$ cat config.mk
export PLATFORM = sky130hd
export DESIGN_NAME = mem_access_ctrl
export DESIGN_NICKNAME = d
export VERILOG_FILES = /design/src/rtl/mem_access_ctrl.sv
export SDC_FILE = /design/constraint.sdc
export NUM_CORES = 1
export LEC_CHECK = 0
export ABC_AREA = 1
export BUFFER_PORTS_ARGS = -buffer_cell sky130_fd_sc_hd__buf_2
export CAP_MARGIN = 20
export CORE_ASPECT_RATIO = 0.9
export CORE_UTILIZATION = 40
export CTS_CLUSTER_SIZE = 8
export DETAILED_ROUTE_END_ITERATION = 6
export GPL_TIMING_DRIVEN = 0
export PLACE_DENSITY_LB_ADDON = 0.15
export SLEW_MARGIN = 30
export SYNTH_ARGS = -nofsm -noshare
export SYNTH_HDL_FRONTEND = slang
export SYNTH_SLANG_ARGS = --single-unit
$ cat constraint.sdc
create_clock -name clk -period 5.3 [get_ports clk]
set_clock_uncertainty 0.05 [all_clocks]
set_input_delay 1.325 -clock clk [delete_from_list [all_inputs] [get_ports clk]]
set_output_delay 1.325 -clock clk [all_outputs]
set_load 0.05 [all_outputs]
$ cat src/rtl/mem_access_ctrl.sv
// mem_access_ctrl: core-side load/store unit for a word-wide unified memory.
// Loads are lane-extracted and extended; sub-word stores use read-modify-write.
module mem_access_ctrl #(
  parameter bit ERR_ON_MISALIGN = 1'b1
) (
  input  logic        clk,
  input  logic        reset,
  input  logic        req,
  input  logic        we,
  input  logic [2:0]  funct3,
  input  logic [31:0] addr,
  input  logic [31:0] wdata,
  output logic        busy,
  output logic        done,
  output logic        err,
  output logic [31:0] rdata,
  output logic        MemWrite,
  output logic [31:0] A,
  output logic [31:0] WD,
  input  logic [31:0] RD
);

  localparam logic [2:0] S_IDLE   = 3'd0;
  localparam logic [2:0] S_LOAD   = 3'd1;
  localparam logic [2:0] S_RMW_RD = 3'd2;
  localparam logic [2:0] S_WRITE  = 3'd3;
  localparam logic [2:0] S_DONE   = 3'd4;

  logic [2:0]  state_q, state_d;
  logic [2:0]  funct3_q, funct3_d;
  logic [1:0]  off_q, off_d;
  logic [15:0] wlow_q, wlow_d;
  logic [31:0] a_q, a_d;
  logic [31:0] wd_q, wd_d;
  logic [31:0] rdata_q, rdata_d;
  logic        err_q, err_d;

  logic        illegal;
  logic        misal;
  logic [7:0]  rd_byte;
  logic [15:0] rd_half;
  logic [31:0] ld_ext;
  logic [31:0] merged;

  always_comb begin
    illegal = 1'b0;
    if (we) begin
      illegal = (funct3 != 3'b000) && (funct3 != 3'b001) &&
                (funct3 != 3'b010);
    end else begin
      illegal = (funct3 == 3'b011) || (funct3[2:1] == 2'b11);
    end
  end

  assign misal = ((funct3[1:0] == 2'b01) && addr[0]) ||
                 ((funct3[1:0] == 2'b10) && (addr[1:0] != 2'b00));

  assign rd_byte = RD[{off_q, 3'b000} +: 8];
  assign rd_half = RD[{off_q[1], 4'b0000} +: 16];

  always_comb begin
    case (funct3_q)
      3'b000:  ld_ext = {{24{rd_byte[7]}}, rd_byte};
      3'b100:  ld_ext = {24'h0, rd_byte};
      3'b001:  ld_ext = {{16{rd_half[15]}}, rd_half};
      3'b101:  ld_ext = {16'h0, rd_half};
      default: ld_ext = RD;
    endcase
  end

  // Only the addressed lane is replaced; the rest of the word is preserved.
  always_comb begin
    merged = RD;
    if (funct3_q[0]) begin
      merged[{off_q[1], 4'b0000} +: 16] = wlow_q;
    end else begin
      merged[{off_q, 3'b000} +: 8] = wlow_q[7:0];
    end
  end

  always_comb begin
    state_d  = state_q;
    funct3_d = funct3_q;
    off_d    = off_q;
    wlow_d   = wlow_q;
    a_d      = a_q;
    wd_d     = wd_q;
    rdata_d  = rdata_q;
    err_d    = err_q;
    case (state_q)
      S_IDLE: begin
        if (req) begin
          a_d      = {addr[31:2], 2'b00};
          funct3_d = funct3;
          off_d    = addr[1:0];
          wlow_d   = wdata[15:0];
          err_d    = 1'b0;
          if (illegal || (ERR_ON_MISALIGN && misal)) begin
            err_d   = 1'b1;
            state_d = S_DONE;
          end else if (!we) begin
            state_d = S_LOAD;
          end else if (funct3[1:0] == 2'b10) begin
            wd_d    = wdata;
            state_d = S_WRITE;
          end else begin
            state_d = S_RMW_RD;
          end
        end
      end
      S_LOAD: begin
        rdata_d = ld_ext;
        state_d = S_DONE;
      end
      S_RMW_RD: begin
        wd_d    = merged;
        state_d = S_WRITE;
      end
      S_WRITE: state_d = S_DONE;
      S_DONE:  state_d = S_IDLE;
      default: state_d = S_IDLE;
    endcase
  end

  always_ff @(posedge clk) begin
    if (reset) begin
      state_q  <= S_IDLE;
      funct3_q <= 3'b000;
      off_q    <= 2'b00;
      wlow_q   <= 16'h0;
      a_q      <= 32'h0;
      wd_q     <= 32'h0;
      rdata_q  <= 32'h0;
      err_q    <= 1'b0;
    end else begin
      state_q  <= state_d;
      funct3_q <= funct3_d;
      off_q    <= off_d;
      wlow_q   <= wlow_d;
      a_q      <= a_d;
      wd_q     <= wd_d;
      rdata_q  <= rdata_d;
      err_q    <= err_d;
    end
  end

  assign busy     = (state_q != S_IDLE);
  assign done     = (state_q == S_DONE);
  assign err      = done && err_q;
  assign MemWrite = (state_q == S_WRITE) && !reset;
  assign A        = a_q;
  assign WD       = wd_q;
  assign rdata    = rdata_q;

endmodule

Yosys cells after proc, flatten, opt, wreduce, memory -nomap -nowiden:

Index checks and enable logic that the tools add are counted.

* add/sub/neg operators: 2
* eq/ne operators: 17
* shift-type cells: 6
* muxes and demuxes: 16
* reductions and logical operators: 19

Operator list (count)
* two-way mux 32 bit: 5
* case mux 32 bit (4 select lines): 1
* bitwise mux 32 bit: 2
* case mux 32 bit (2 select lines): 1
* variable shift 16 x 7 -> 32 bit, first input constant: 1
* variable shift 8 x 7 -> 32 bit, first input constant: 1
* variable part select 16 x 7 -> 32 bit: 1
* variable part select 32 x 6 -> 16 bit: 1
* variable part select 32 x 6 -> 8 bit: 1
* variable part select 8 x 7 -> 32 bit: 1
* negation 5 -> 7 bit: 2
* == test 3 x 2 -> 1 bit, second input constant: 3
* == test 3 bit, second input constant: 3
* case mux 3 bit (3 select lines): 1
* inequality test 2 bit, second input constant: 4
* == test 3 x 1 -> 1 bit, second input constant: 2
* logical AND 1 bit: 6
* zero test 3 bit: 2
* two-way mux 3 bit: 2
* nonzero test 3 bit: 2
* AND reduction 5 bit: 1
* == test 2 bit, second input constant: 2
* nonzero test 2 bit: 2
* logical OR 1 bit: 3
* other kinds (8): 10

* register bits: 119
* word-level logic and storage cells: 68

Depth between registers and ports, before layout:

* depth in word-level cells: 8
* gate-level depth with buffers: 13
* mapped depth without buffers: 9

Worst setup path after synthesis:

No wires, ideal clock.

* kind: input-to-output
* start: input port reset
* end: output port MemWrite
* arrival: 2606 ps
* required time: 3925 ps
* path slack: 1319 ps
* stages: 2
* path buffers: 1
* path through: clkbuf_1 > nor3_1

* longest elaborated chain between the ends: 2

Ends and longest elaborated chain
* start: declaration: line 7 `input logic reset,`
* zero test 1 bit: line 150 `assign MemWrite = (state_q == S_WRITE) && !reset;`
* logical AND 1 bit: line 150
* end: declaration: line 17 `output logic MemWrite,`

Every way passes these cells.

Final worst setup path:

Same ends and word-level chain as after synthesis.

==> impl_metrics.yaml <==
worst_setup_path:
  worstPathRequired_ps: 3920
  slowest_stage: "buf_2"
  cp_num_buf_inv: 3
  worst-path-max-fanout: 10
  worstRegToRegCells: 13
  ff2ff_setup_slack_ps: 2910
  cp-start-kind: "input pin"
  reg2reg_from: "off_q[1]$_SDFFE_PP0P_"
  cp-end-kind: "output pin"
  arrival_ps: 2320
  cp_cell_sequence: "buf_2 > clkbuf_1 > nor3_1 > buf_2"
  path_delay_family: "buffers and inverters"
  cpMostUsedCell: "buf_2"
  crit_path_start: "reset"
  crit_type: "in -> out"
  crit-reg2reg-capture: "WD[14]$_SDFFE_PP0P_"
  cpPeakStageDelay_ps: 310
global_routing:
  grt_overflow_total: 0
  grt_pass1_vias: 7233
  antenna_found_initial: 0
  grt_pass1_wl_mm: 38.2
  grt_usage_pct: 27.8
  grt_max_degree: 17
finish:
  instances_no_fill: 1610
  fin_area_um2: 8820
  fin_nets: 1471
  area_delta_synth_final_pct: 26.5
  drive_above_1_share_pct: 22.3
  diodes: 0
drt:
  totalWireLength_mm: 24.3
  vias_per_cell: 5.01
  wl_per_cell_um: 15.1
  dr.pass1.iters: 7
  drt-initial-drc-count: 733
  ant_nets: 0
  num_vias: 8060
  drc: 0
pwr:
  vdd_drop_max_uv: 241
  p_leak_uw: 0.00467
  power.total_uw: 2920
  power.density_nw_per_um2: 331
clock_network:
  cts_setup_buffers: 0
  clock-root-buffer: "clkbuf_16"
  clock_sinks: 119
  clk_latency_ps: 430
  cts_resized: 0
  cts_tree: "done"
  htreeDepth: 4
  clkSlewWorstSetupHoldPaths_ps: 50
  cts_buffer_depth: 2
  ctsHoldBuffers: 0
  cts_made_buffers: 17
floorplanning:
  io_pins: 203
  fp.dieW_um: 141
  start_util_pct: 41.2
  die_area_um2: 18000
  core_area_um2: 16900
  rows: 45
  die_h_um: 127
sta:
  fmax_ghz: 0.271
  drv_slew: 0
  fin_crit_sh_pct: 69.7
  setup_tns_ps: 0
  tightest_slew_ps: 647
  fin_ws_ps: 1600
  final.min_clock_period_ps: 3700
  slew_headroom_pct: 56.9
  hold_violations: 0
  rsz0062_at_grt: "no"
  setup_viol: 0
hold_path:
  hold_class: "reg -> reg"
  hold_depth: 2
  holdPathEnd: "rdata[6]$_SDFFE_PP0N_"
  min_from: "rdata[6]$_SDFFE_PP0N_"
flow_run:
  cap_violations: 0
placed_design:
  placed_area_um2: 8270
  placed_cells: 1579
  gp_congestion: 0.963
  io_buffers: 200
  dp_hpwl_mm: 18.6
  place_ws_ps: 1610
logic_synthesis:
  synth_area_um2: 6980
  synth_seq_area_share_pct: 34.2
  yosysUniqueCellTypes: 33
  syn_avg_cell_area_um2: 6.10
  synth_seq_cells: 119
  yosysWarnings: 0
  synth_cells: 1143
outcome:
  status: "finished, final reports clean"
synthesized netlist by cell type:
| library cell | n | area [um^2] |
|---|---|---|
| o22ai_1 | 4 | 25.0 |
| buf_2 | 31 | 155 |
| nand4_1 | 12 | 75.1 |
| nand3_1 | 106 | 531 |
| nand2_2 | 4 | 25.0 |
| a31oi_1 | 3 | 18.8 |
| nand2_1 | 398 | 1490 |
| and2_1 | 1 | 6.26 |
| a21oi_1 | 95 | 475 |
| nor2_1 | 84 | 315 |
| clkbuf_1 | 25 | 93.8 |
| a21oi_4 | 1 | 16.3 |
| nor2_8 | 1 | 20.0 |
| nor3_1 | 2 | 10.0 |
| conb_1 | 1 | 3.75 |
| inv_4 | 1 | 6.26 |
| or2_2 | 7 | 43.8 |
| a21o_1 | 5 | 37.5 |
| inv_1 | 111 | 417 |
| o211ai_1 | 3 | 22.5 |
| o21a_1 | 3 | 22.5 |
| nor2_4 | 2 | 22.5 |
| o21ai_0 | 71 | 355 |
| nand3_4 | 1 | 17.5 |
| dfxtp_1 | 119 | 2380 |
| nor2_2 | 1 | 6.26 |
| buf_4 | 14 | 105 |
| o21bai_1 | 16 | 120 |
| ha_1 | 5 | 62.6 |
| nand3_2 | 1 | 10.0 |
| inv_2 | 11 | 41.3 |
| o21ai_1 | 1 | 5.00 |
| buf_6 | 3 | 33.8 |
stage by stage:
| step | util (%) | hold WS [ps] |
|---|---|---|
| finish | 52.1 | 410 |
| global route | 52.1 | 433 |
| CTS | 52.1 | 412 |
| detailed placement | 48.8 | 403 |
| global placement | 48.8 | 399 |
| floorplan | - | 407 |
worst reg2reg max path, delay by kind of cell, from the launching register on:
family,cells,cell delay [ps]
adders and majority gates,1,200
AOI/OAI and AO/OA,1,230
DFF,1,380
and+or+nand+nor,5,370
buffers and inverters,6,1080
metal layers:
layer  share of wire (%)  global-route usage (%)  wire length, um
met1                  45                    37.6            10900
met2                  42                    41.9            10300
met3                 9.7                    6.18             2360
met4                 3.3                    13.0              806
met5                   0                       0                0
sequential cells by signal, indices dropped and copies added (netlist names):
register	count
A	30
WD	32
err_q	1
funct3_q	3
off_q	2
rdata	32
state_q	3
wlow_q	16
kinds of logic after synthesis:
family,after synthesis,synth area share (%)
other,1,0.0538
AO/OA/AOI/OAI,202,15.7
AND/OR/NAND/NOR,620,36.9
buffers and inverters,196,12.2
adder cells (fa/ha/maj),5,0.897
flip-flops,119,34.2
cell usage in the layout (no fill, tap or decap), types with 3 or more instances in the layout:
cell        count
nor2_1         84
inv_1         111
nand3_1       106
buf_4          14
o21a_1          3
buf_2         231
nand2_1       398
dfxtp_1       119
nand4_1        12
clkinvlp_4      4
or2_2           7
a31oi_1         3
o21ai_0        71
a21o_1          5
clkinv_2        3
o21bai_1       16
inv_2          11
o22ai_1         4
ha_1            5
clkbuf_1       27
buf_6           3
a21oi_1        95
clkbuf_16      17
nand2_2         4
o211ai_1        3
how the worst max path moves through the flow:
| stage | cells after the start | to |
|---|---|---|
| floorplan | 2 | MemWrite |
| global placement | 4 | MemWrite |
| detailed placement | 4 | MemWrite |
| CTS | 4 | MemWrite |
| global route | 4 | MemWrite |
| finish | 4 | MemWrite |
cell type report:
cell class,instances,area (um^2)
Buffer,73,388
Multi-Input combinational cell,829,3740
Sequential cell,119,2380
Inverter,123,464
Tap cell,235,294
Clock inverter,11,101
Timing Repair Buffer,200,1000
Clock buffer,20,447
Fill cell,1831,8130
where the power goes:
group	internal, uW	switching (uW)	leakage [uW]
logic	234	581	0.00344
registers	961	48.9	0.000971
clock network	653	442	0.000259
total	1850	1070	0.00467
(Power assumes the default switching activity.)
